**src/rtl/piso_serializer.sv**
```systemverilog
// Parallel-in/serial-out serializer: captures a WIDTH-bit word on load and sends it LSB first.
// Optional even-parity trailer bit when PISO_PARITY_EN is defined.
module piso_serializer #(
  parameter int WIDTH = 4
) (
  input  logic             clk,
  input  logic             reset,
  input  logic             load,
  input  logic [WIDTH-1:0] D,
  output logic             sout,
  output logic             sout_valid,
  output logic             busy,
  output logic             done,
  output logic [1:0]       o_dbg_state
);

  localparam int CW = $clog2(WIDTH + 1);
  localparam logic [CW-1:0] LAST = CW'(WIDTH - 1);

`ifdef PISO_PARITY_EN
  typedef enum logic [1:0] {S_IDLE = 2'd0, S_SHIFT = 2'd1, S_PARITY = 2'd2} state_t;
`else
  typedef enum logic [1:0] {S_IDLE = 2'd0, S_SHIFT = 2'd1} state_t;
`endif

  state_t           r_state;
  state_t           w_next;
  logic [WIDTH-1:0] r_shift;
  logic [CW-1:0]    r_cnt;
  logic             r_done;
  logic             w_accept;
  logic             w_last;
`ifdef PISO_PARITY_EN
  logic             r_par;
`endif

  // Handshake: load is accepted on a rising edge with load=1 and busy=0;
  // a load seen while busy=1 is dropped silently and never queued.
  assign w_accept = (r_state == S_IDLE) && load;
  assign w_last   = (r_state == S_SHIFT) && (r_cnt == LAST);

  always_ff @(posedge clk or posedge reset) begin
    if (reset) r_state <= S_IDLE;
    else       r_state <= w_next;
  end

  always_comb begin
    w_next = r_state;
    case (r_state)
      S_IDLE:   if (load) w_next = S_SHIFT;
`ifdef PISO_PARITY_EN
      S_SHIFT:  if (w_last) w_next = S_PARITY;
      S_PARITY: w_next = S_IDLE;
`else
      S_SHIFT:  if (w_last) w_next = S_IDLE;
`endif
      default:  w_next = S_IDLE;
    endcase
  end

  always_comb begin
    sout       = 1'b0;
    sout_valid = 1'b0;
    busy       = 1'b0;
    case (r_state)
      S_SHIFT: begin
        sout       = r_shift[0];
        sout_valid = 1'b1;
        busy       = 1'b1;
      end
`ifdef PISO_PARITY_EN
      S_PARITY: begin
        sout       = r_par;
        sout_valid = 1'b1;
        busy       = 1'b1;
      end
`endif
      default: ;
    endcase
  end

  always_ff @(posedge clk or posedge reset) begin
    if (reset) begin
      r_shift <= '0;
      r_cnt   <= '0;
      r_done  <= 1'b0;
`ifdef PISO_PARITY_EN
      r_par   <= 1'b0;
`endif
    end else begin
`ifdef PISO_PARITY_EN
      r_done <= (r_state == S_PARITY);
`else
      r_done <= w_last;
`endif
      if (w_accept) begin
        r_shift <= D;
        r_cnt   <= '0;
`ifdef PISO_PARITY_EN
        r_par   <= ^D;
`endif
      end else if (r_state == S_SHIFT) begin
        // Counter reaches WIDTH on the final shift, which CW bits always hold.
        r_shift <= r_shift >> 1;
        r_cnt   <= r_cnt + 1'b1;
      end
    end
  end

  assign done        = r_done;
  assign o_dbg_state = r_state;

endmodule

```
**config.mk**
```make
export PLATFORM = sky130hd
export DESIGN_NAME = piso_serializer
export DESIGN_NICKNAME = d
export VERILOG_FILES = /design/src/rtl/piso_serializer.sv
export SDC_FILE = /design/constraint.sdc
export NUM_CORES = 1
export LEC_CHECK = 0
export BUFFER_PORTS_ARGS = -buffer_cell sky130_fd_sc_hd__buf_2
export CAP_MARGIN = 0
export CORE_AREA = 2 2 39 41
export DETAILED_ROUTE_END_ITERATION = 12
export DIE_AREA = 0 0 41 43
export PLACE_DENSITY = 0.67
export SLEW_MARGIN = 20
export SYNTH_ARGS = -nofsm -noshare
export SYNTH_HDL_FRONTEND = slang
export SYNTH_SLANG_ARGS = --single-unit
```
**constraint.sdc**
```tcl
create_clock -name clk -period 1.6 [get_ports clk]
set_input_delay 0.16 -clock clk [delete_from_list [all_inputs] [get_ports clk]]
set_output_delay 0.16 -clock clk [all_outputs]
set_load 0.005 [all_outputs]
```
==> summary.txt, run 1 <==
Outcome
  • Status: finished clean

Setup path
  • CP max-delay cell: dfrtp_1
  • Worst path max stage delay: 0.65 ns
  • Critical path class: reg -> out
  • Crit-path cells: and2_1 -> buf_2
  • RR Startpoint: r_cnt[0]$_DFFE_PP0P_
  • CP max FO: 18
  • Worst path bufs/invs: 1
  • CP Capture Type: primary output
  • Reg2Reg Depth: 4
  • Crit path DAT: 1.20 ns
  • Delay-heaviest family, CP: flip-flops
  • WP depth: 2
  • Setup crit start kind: flop
  • CP Data Required Time: 1.44 ns
  • Crit Reg-Reg Endpoint: r_cnt[2]$_DFFE_PP0P_
  • Worst reg-to-reg setup slack: 0.37 ns

CTS
  • Clock sink count: 9
  • Post-cts sizing count: 0
  • Clock root buffer: clkbuf_4
  • Number of H-tree levels: 1
  • TritonCTS clock tree: yes
  • Hold_buf cts: 1
  • Clock Latency Late Sink: 0.26 ns
  • Post-CTS setup buffer count: 0
  • Clock Tree Buf Depth: 2
  • Clk slew on worst S/H paths: 0.06 ns
  • Num CTS Buffers: 3

Routing
  • DRT iter0 DRCs: 1
  • Drt drc: 0
  • Wire length per cell: 9.93 um
  • Post-DR vias/cell: 4.37
  • Final ANT Viol Nets: 0
  • Drt pass-1 iters: 2
  • Drt total wl: 665 um
  • DR vias: 293

STA
  • Final setup fails: 0
  • Final Critical Period: 1.36 ns
  • Fin Setup TNS: 0 ns
  • Fmax: 735 MHz
  • Slew Viols, Final: 0
  • Clk_skew: 0.00516 ns
  • Final hold violations: 0
  • RSZ-0062 raised after global routing: false
  • Fin crit share: 85.0%

Layout
  • Final nets: 61
  • Area Overhead vs Synth: 14.8%
  • Design area: 515 um2
  • Layout cell share with drive strength beyond 1: 33.3%
  • Antenna diodes: 0
  • Final Non-Filler Cells: 67
  • Filler cell count: 144

Global routing
  • Antenna violations before repair: 0
  • M2 GR Usage: 12.5%
  • GR met3 Demand/Resource: 3.14%
  • First-pass GRT wire length: 1180 um
  • Remaining global-route overflow: 0
  • Vias in the first global route: 274
  • Met1 Resource Use GR: 14.4%
  • GRT Util Overall: 10.3%
  • Largest net degree at the start of global routing: 19
  • Gr busiest metal: met1

Min path
  • Hold Path Class: in -> reg
  • Hold Crit Depth: 3
  • Hold endpoint: r_shift[3]$_DFFE_PP0P_
  • HP Start: D[3]

Job
  • Max_cap viols: 0

Floorplan
  • IO Pins: 13
  • Die Y: 43 um
  • Full die area: 1760 um2
  • Placeable Area: 1380 um2
  • # rows: 14
  • Die X: 41 um
  • Starting Density: 32.5%

Placement
  • Port Buffer Count: 11
  • DP Area: 479 um2
  • RePlAce Congestion: 0.688
  • Detailed Place HPWL: 468 um
  • Cells after DPL: 62

Logic synthesis
  • Top FF cell, synth: dfrtp_1
  • Sequential area share after synthesis: 50.1%
  • Post-synthesis register bit count: 9
  • Post-Syn Area: 449 um2
  • Synth Warn #: 0
  • Yosys top cell by area: dfrtp_1
  • Avg Inst Size Synth: 11.2 um2
  • Number of synthesized flops with an enable pin: 0
  • Syn nets: 49
  • Top cell type's share of synthesized area: 50.1%
  • Ranking of synthesized cells by area: dfrtp_1 50%, mux2i_1 8.9%, ha_1 5.6%, buf_4 5.0%, buf_6 5.0%
  • Synth async-reset ratio: 100%
  • Gate Count Post-Synth: 40
  • Netlist cell types: 17

Power and ir drop
  • PD cells: 1690 nW/um2
  • Leak: 0.000266 uW
  • Peak VDD IR: 0.000615 V
==> metrics by stage <==
stage,total power (uW),utilization [%],hold WS (ns),setup slack [ns]
2_1_floorplan,666,-,-0.0121,0.415
3_3_place_gp,701,34.6,0.137,0.403
3_5_place_dp,711,34.6,0.141,0.381
4_1_cts,893,37.3,0.162,0.209
5_1_grt,964,37.3,0.181,0.127
6_report,873,37.3,0.167,0.239
==> tightest hold or removal path, delay by kind of cell <==
kind / cells / cell delay (ns)
simple gates: 1 / 0.08
buf+inv: 1 / 0.08
mux: 1 / 0.06
==> layout make-up <==
| cell class | instances | area [um2] | share of cell area (%) |
|---|---|---|---|
| inverters | 2 | 7.51 | 1.46 |
| flip-flops and latches | 9 | 225 | 43.7 |
| well taps | 16 | 20.0 | 3.88 |
| repair buffers | 12 | 65.1 | 12.6 |
| clock buffers | 4 | 26.3 | 5.10 |
| multi-input cells | 24 | 171 | 33.3 |
==> how the worst max path moves through the flow <==
| stage | start | endpoint | slack [ns] |
|---|---|---|---|
| after floorplan | r_cnt[0]$_DFFE_PP0P_ | r_cnt[2]$_DFFE_PP0P_ | 0.41 |
| after global placement | r_cnt[0]$_DFFE_PP0P_ | r_cnt[2]$_DFFE_PP0P_ | 0.40 |
| after detailed placement | r_cnt[0]$_DFFE_PP0P_ | r_cnt[2]$_DFFE_PP0P_ | 0.38 |
| after CTS | o_dbg_state[0]$_DFFE_PP0P_ | sout | 0.21 |
| after global routing | o_dbg_state[0]$_DFFE_PP0P_ | sout | 0.13 |
| final | o_dbg_state[0]$_DFFE_PP0P_ | sout | 0.24 |
==> cells in the mapped netlist (all sizes together) (2+ instances only) <==
cell type and count:
buf 5, inv 2, ha 2, nand2 4, and2 2, mux2i 4
dfrtp 9, nor2 3, o21ai 4
==> report_power, final <==
| part | switching [uW] | leakage, uW | internal [uW] |
|---|---|---|---|
| Clock | 75.4 | 0.0000150 | 95.9 |
| Combinational | 121 | 0.000137 | 173 |
| Sequential | 88.2 | 0.000114 | 320 |
==> kinds of logic after synthesis <==
| kind of cell | Yosys count | share of synthesized area [%] |
|---|---|---|
| fa+ha+maj | 2 | 5.57 |
| mux | 5 | 12.3 |
| simple gates | 11 | 12.3 |
| other cells | 1 | 0.835 |
| flops | 9 | 50.1 |
| compound gates | 5 | 7.24 |
| buf+inv | 7 | 11.7 |
==> metal layers <==
layer / share of wire (%) / routed length (um)
met1: 46 / 307
met4: 0 / 0
met5: 0 / 0
met2: 48 / 317
met3: 6.0 / 40
==> flip-flops by register name, indices dropped and copies added (netlist names) <==
| name | flops |
|---|---|
| done | 1 |
| r_cnt | 3 |
| r_shift | 4 |
| o_dbg_state | 1 |
==> layout by cell type, fill, tap and decap left out, types with 2 or more instances in the layout <==
| master | instances |
|---|---|
| buf_2 | 11 |
| dfrtp_1 | 9 |
| nand2_1 | 4 |
| mux2i_1 | 4 |
| o21ai_1 | 3 |
| clkbuf_4 | 3 |
| inv_1 | 2 |
| and2_1 | 2 |
| nor2_1 | 2 |
| ha_1 | 2 |
Power figures use the tool's default switching activity.
==> run 2, diff against run 1 <==
Settings changed: BUFFER_PORTS_ARGS -buffer_cell sky130_fd_sc_hd__buf_2 to -buffer_cell sky130_fd_sc_hd__clkbuf_2, MAX_ROUTING_LAYER set to met4.
==> run 2 against run 1 <==
Highest routed layer is now met4. Cell area is the same. Via count up 0.68%. Clock-buffer cell count unchanged. Clock skew is 0.0040 ns lower. Flip-flop and latch count unchanged. First-iteration DRC count is 100% lower. Non-clock buffer count unchanged. Sequential power barely moved. Sequential share of layout area stayed put. Setup slack worse by 0.028 ns. Largest power group unchanged.
==> summary.txt, run 2 (same netlist as run 1, synthesis figures left out) <==
Layout
  • Reg with most FFs: r_shift
  • Layout cell share with drive strength beyond 1: 33.3% (unchanged)
  • Final nets: 61 (unchanged)
  • Largest regs: r_shift (4), r_cnt (3)
  • Max FFs per register: 4 (unchanged)
  • Filler cell count: 142 (-1.4%)
  • FF+latch area: 225 um2 (unchanged)
  • Most frequent cells in the layout: 11 x clkbuf_2, 9 x dfrtp_1, 4 x nand2_1, 4 x mux2i_1
  • Antenna diodes: 0 (unchanged)
  • Area Overhead vs Synth: 14.8% (unchanged)
  • Design area: 515 um2 (unchanged)
  • Multi-input gate area: 171 um2 (unchanged)
  • Most common cell after layout, fill and taps aside: clkbuf_2
  • Util after Layout: 37.3% (unchanged)

Routing
  • DRT iter0 DRCs: 0 (-1)
  • Drt drc: 0 (unchanged)
  • DR vias: 295 (+0.68%)
  • Final ANT Viol Nets: 0 (unchanged)
  • Drt pass-1 iters: 1 (-1)
  • Drt total wl: 674 um (+1.4%)
  • Post-DR vias/cell: 4.40 (+0.68%)
  • Wire length per cell: 10.1 um (+1.4%)

Power and ir drop
  • PD cells: 1710 nW/um2 (+0.81%)
  • Peak VDD IR: 0.000591 V (-3.8%)
  • Leak: 0.000269 uW (+1.1%)

Setup path
  • Worst reg-to-reg setup slack: 0.38 ns (about the same)
  • Critical path class: reg -> out
  • CP max FO: 18 (unchanged)
  • Crit path DAT: 1.23 ns (+0.03 ns)
  • Setup crit start kind: flop
  • CP Data Required Time: 1.44 ns (about the same)
  • RR Startpoint: r_cnt[0]$_DFFE_PP0P_
  • CP Capture Type: primary output
  • Crit. Startpoint: o_dbg_state[0]$_DFFE_PP0P_

CTS
  • Clock root buffer: clkbuf_4
  • Number of H-tree levels: 1 (unchanged)
  • TritonCTS clock tree: yes
  • Clock sink count: 9 (unchanged)
  • Post-cts sizing count: 0 (unchanged)
  • Clock Latency Late Sink: 0.26 ns (about the same)
  • Clk slew on worst S/H paths: 0.06 ns (about the same)
  • Clock Tree Buf Depth: 2 (unchanged)
  • Num CTS Buffers: 3 (unchanged)

STA
  • Tightest Pin Transition: 0.511 ns
  • Fin crit share: 86.8% (+1.8 points)
  • Relative slew slack: 66.0%
  • Fmax: 720 MHz (-2.0%)
  • Fin Setup TNS: 0 ns (unchanged)
  • Slew Viols, Final: 0 (unchanged)
  • Final hold violations: 0 (unchanged)
  • Final setup fails: 0 (unchanged)
  • Final Critical Period: 1.39 ns (+0.0285 ns)
  • RSZ-0062 raised after global routing: false
  • Clk_skew: 0.00115 ns (-0.00401 ns)

Global routing
  • GRT Util Overall: 11.9% (+1.6 points)
  • Largest net degree at the start of global routing: 19 (unchanged)
  • First-pass GRT wire length: 1290 um (+9.4%)
  • Antenna violations before repair: 0 (unchanged)
  • Vias in the first global route: 311 (+14%)
  • Remaining global-route overflow: 0 (unchanged)

Placement
  • Port Buffer Count: 11 (unchanged)
  • RePlAce Congestion: 0.675 (-1.9%)
  • Detailed Place HPWL: 496 um (+5.9%)
  • DP Area: 479 um2 (unchanged)

Min path
  • HP Start: D[3]
  • Hold Path Class: in -> reg

Floorplan
  • Die Y: 43 um (unchanged)
  • Starting Density: 32.5% (unchanged)
  • # rows: 14 (unchanged)
  • IO Pins: 13 (unchanged)
  • Full die area: 1760 um2 (unchanged)
  • Die X: 41 um (unchanged)
  • Placeable Area: 1380 um2 (unchanged)

Outcome
  • Status: finished clean

Job
  • Max_cap viols: 0 (unchanged)
[run 2: path summary, 6_finish.rpt]
path,cells past startpoint,end
min,3,r_shift[3]$_DFFE_PP0P_
max in group asynchronous,3,o_dbg_state[0]$_DFFE_PP0P_
min in group asynchronous,3,r_shift[0]$_DFFE_PP0P_
max,2,sout
max reg2reg,4,r_cnt[2]$_DFFE_PP0P_
min reg2reg,2,r_shift[0]$_DFFE_PP0P_
[run 2: critical path, cell delays in order (launching register included)]
cell and delay (ns):
dfrtp_1 0.66, and2_1 0.20, clkbuf_2 0.11
[run 2: report_power, final]
group          internal, uW  switching [uW]
clock network          96.2            80.3
registers               320            91.2
logic                   172             121
[run 2: repair_timing]
action,4_1_cts,5_1_grt
buffers inserted,0,0
hold buffers,1,0
endpoints found under the hold margin,9,0
[run 2: per-stage QoR]
step / std cells / worst slack [ns] / hold WS (ns) / power (uW)
after global routing: 67 / 0.0782 / 0.199 / 986
after floorplan: 40 / 0.415 / -0.0121 / 666
after detailed placement: 62 / 0.383 / 0.126 / 717
final: 67 / 0.211 / 0.152 / 880
after CTS: 67 / 0.195 / 0.150 / 901
after global placement: 62 / 0.403 / 0.121 / 702
[run 2: metal layers]
layer	wire [um]	part of all wire [%]	vias up	global-route usage [%]
li1	-	-	146	-
met1	303	45	138	15.6
met2	317	47	9	14.4
met3	43	6.4	2	3.14
met4	10	1.5	0	10.0
met5	0	0	-	-
[run 2: final cells by class]
type	instances	area share, %
multi-input combinational	24	33.3
timing repair buffer	12	12.6
inverter	2	1.46
clock buffer	4	5.10
tap	16	3.88
sequential	9	43.7
==> run 3, diff against run 2 <==
Settings changed: BUFFER_PORTS_ARGS -buffer_cell sky130_fd_sc_hd__clkbuf_2 to unset, DONT_BUFFER_PORTS set to 1, PLACE_DENSITY 0.67 to 0.59.
==> run 3 against run 2 <==
Sequential power is 2% higher. Hold slack worse by 0.12 ns. Fmax is 2.2% higher. Cell count is 13% lower. Combinational power is 20% lower. Core utilization is 2.5 points lower. Wire length is 2.1% higher. Total power is 5.8% lower. Non-clock buffer count is 9 lower. First-iteration DRC count stayed put. Cell area is 6.8% lower. Clock-buffer cell count stayed put. Critical endpoint unchanged. Largest cell class unchanged.
==> summary.txt, run 3 (same netlist as run 1, synthesis figures left out) <==
Outcome
  • Status: finished clean

Floorplan
  • Starting Density: 32.5% (unchanged)
  • Placeable Area: 1380 um2 (unchanged)
  • # rows: 14 (unchanged)
  • Full die area: 1760 um2 (unchanged)
  • Die X: 41 um (unchanged)
  • IO Pins: 13 (unchanged)
  • Die Y: 43 um (unchanged)

Layout
  • Filler cell count: 145 (+2.1%)
  • Largest regs: r_shift (4), r_cnt (3)
  • Max FFs per register: 4 (unchanged)
  • Final nets: 52 (-15%)
  • Antenna diodes: 0 (unchanged)
  • Most common cell after layout, fill and taps aside: dfrtp_1
  • Most frequent cells in the layout: 9 x dfrtp_1, 4 x nand2_1, 4 x mux2i_1
  • Reg with most FFs: r_shift
  • FF+latch area: 225 um2 (unchanged)
  • Layout cell share with drive strength beyond 1: 14.3% (-19 points)
  • Multi-input gate area: 171 um2 (unchanged)
  • Area Overhead vs Synth: 6.96%

Global routing
  • First-pass GRT wire length: 1130 um (-12%)
  • Remaining global-route overflow: 0 (unchanged)
  • Largest net degree at the start of global routing: 19 (unchanged)
  • Met1 Resource Use GR: 11.0% (-4.6 points)
  • Antenna violations before repair: 0 (unchanged)
  • M2 GR Usage: 14.7% (+0.31 points)
  • GR met3 Demand/Resource: 4.71% (+1.6 points)
  • Gr busiest metal: met2
  • Vias in the first global route: 282 (-9.3%)
  • GRT Util Overall: 10.8% (-1.0 points)

Routing
  • Drt pass-1 iters: 1 (unchanged)
  • DR vias: 263 (-11%)
  • Final ANT Viol Nets: 0 (unchanged)
  • DRT iter0 DRCs: 0 (unchanged)
  • Drt total wl: 688 um (+2.1%)
  • Drt drc: 0 (unchanged)
  • Post-DR vias/cell: 4.53 (+3.0%)
  • Wire length per cell: 11.9 um (+18%)

STA
  • Fmax: 735 MHz (+2.2%)
  • Relative slew slack: 61.4% (-4.6 points)
  • Clk_skew: 0.00469 ns (+0.00353 ns)
  • RSZ-0062 raised after global routing: false
  • Final setup fails: 0 (unchanged)
  • Fin crit share: 85.0% (-1.8 points)
  • Tightest Pin Transition: 0.579 ns (+0.0687 ns)
  • Final Critical Period: 1.36 ns (-0.0294 ns)
  • Slew Viols, Final: 0 (unchanged)
  • Final hold violations: 0 (unchanged)
  • Fin Setup TNS: 0 ns (unchanged)

Min path
  • Hold Path Class: in -> reg
  • HP Start: load
  • Hold endpoint: o_dbg_state[0]$_DFFE_PP0P_
  • Hold Crit Depth: 2 (-1)

CTS
  • Clock Tree Buf Depth: 2 (unchanged)
  • Clock Latency Late Sink: 0.26 ns (about the same)
  • Clk slew on worst S/H paths: 0.06 ns (about the same)
  • Post-cts sizing count: 0 (unchanged)
  • TritonCTS clock tree: yes
  • Post-CTS setup buffer count: 0 (unchanged)
  • Number of H-tree levels: 1 (unchanged)
  • Clock sink count: 9 (unchanged)
  • Clock root buffer: clkbuf_4
  • Num CTS Buffers: 3 (unchanged)

Setup path
  • RR Startpoint: r_cnt[0]$_DFFE_PP0P_
  • Setup crit start kind: flop
  • Worst reg-to-reg setup slack: 0.37 ns (about the same)
  • Crit path DAT: 1.20 ns (-0.03 ns)
  • CP Data Required Time: 1.44 ns (about the same)
  • Reg2Reg Depth: 4 (unchanged)
  • Delay-heaviest family, CP: flip-flops
  • CP max FO: 18 (unchanged)
  • CP max-delay cell: dfrtp_1
  • Worst path bufs/invs: 0 (-1)
  • Critical path class: reg -> out
  • Crit-path cells: and2_1
  • CP Capture Type: primary output
  • Crit Reg-Reg Endpoint: r_cnt[2]$_DFFE_PP0P_
  • Worst path max stage delay: 0.71 ns (+0.05 ns)

Job
  • Max_cap viols: 0 (unchanged)

Power and ir drop
  • Clk pwr share: 21.1% (+1.1 points)
  • Peak VDD IR: 0.000508 V (-14%)
  • Gate power share: 28.1% (-5.2 points)
  • Sw Pwr: 277 uW (-5.1%)
  • PD cells: 1730 nW/um2 (+1.1%)
  • Sw Share: 33.4% (+0.25 points)
  • Leak: 0.000232 uW (-14%)
  • Total power: 830 uW (-5.8%)
  • Cell-internal power: 552 uW (-6.1%)
  • Reg power frac: 50.8% (+4.1 points)

Placement
  • Detailed Place HPWL: 451 um (-9.0%)
  • RePlAce Congestion: 0.648 (-4.0%)
  • Port Buffer Count: 0 (-11)
-- run 3: layer usage --
metal	vias to the layer above	part of all wire [%]
met5	-	0
met1	127	45
li1	129	-
met2	7	49
met4	0	0
met3	0	5.7
-- run 3: final cells by class --
class                      instances  area share [%]
sequential                         9            46.9
multi-input combinational         24            35.7
timing repair buffer               3            6.25
clock buffer                       4            5.47
tap                               16            4.17
inverter                           2            1.56
-- run 3: worst max path at each step --
stage	startpoint	to	slack, ns	depth (start not counted)
2_1_floorplan	r_cnt[0]$_DFFE_PP0P_	r_cnt[2]$_DFFE_PP0P_	0.41	4
3_3_place_gp	r_cnt[0]$_DFFE_PP0P_	r_cnt[2]$_DFFE_PP0P_	0.39	4
3_5_place_dp	r_cnt[0]$_DFFE_PP0P_	r_cnt[2]$_DFFE_PP0P_	0.37	4
4_1_cts	o_dbg_state[0]$_DFFE_PP0P_	sout	0.21	1
5_1_grt	o_dbg_state[0]$_DFFE_PP0P_	sout	0.11	1
6_report	o_dbg_state[0]$_DFFE_PP0P_	sout	0.24	1
-- run 3: through the flow --
stage          util, %  instance area, um2  hold WS (ns)  worst slack [ns]  instances
3_3_place_gp      30.7                 424        0.0345             0.387         51
4_1_cts           34.0                 470       0.00995             0.206         57
5_1_grt           34.7                 480        0.0165             0.112         58
3_5_place_dp      30.7                 424        0.0390             0.374         51
2_1_floorplan        -                 449       -0.0121             0.415         40
6_report          34.7                 480        0.0334             0.240         58
-- run 3: repair_timing --
action / CTS / global route
endpoints found under the setup margin: 0 / 0
endpoints found under the hold margin: 10 / 1
hold buffers: 2 / 1
-- run 3: power by group through the flow --
stage,clock [uW],sequential [uW],combinational [uW]
4_1_cts,183,425,239
6_report,175,421,233
3_5_place_dp,0,427,231
5_1_grt,196,443,271
2_1_floorplan,0,379,288
3_3_place_gp,0,427,225
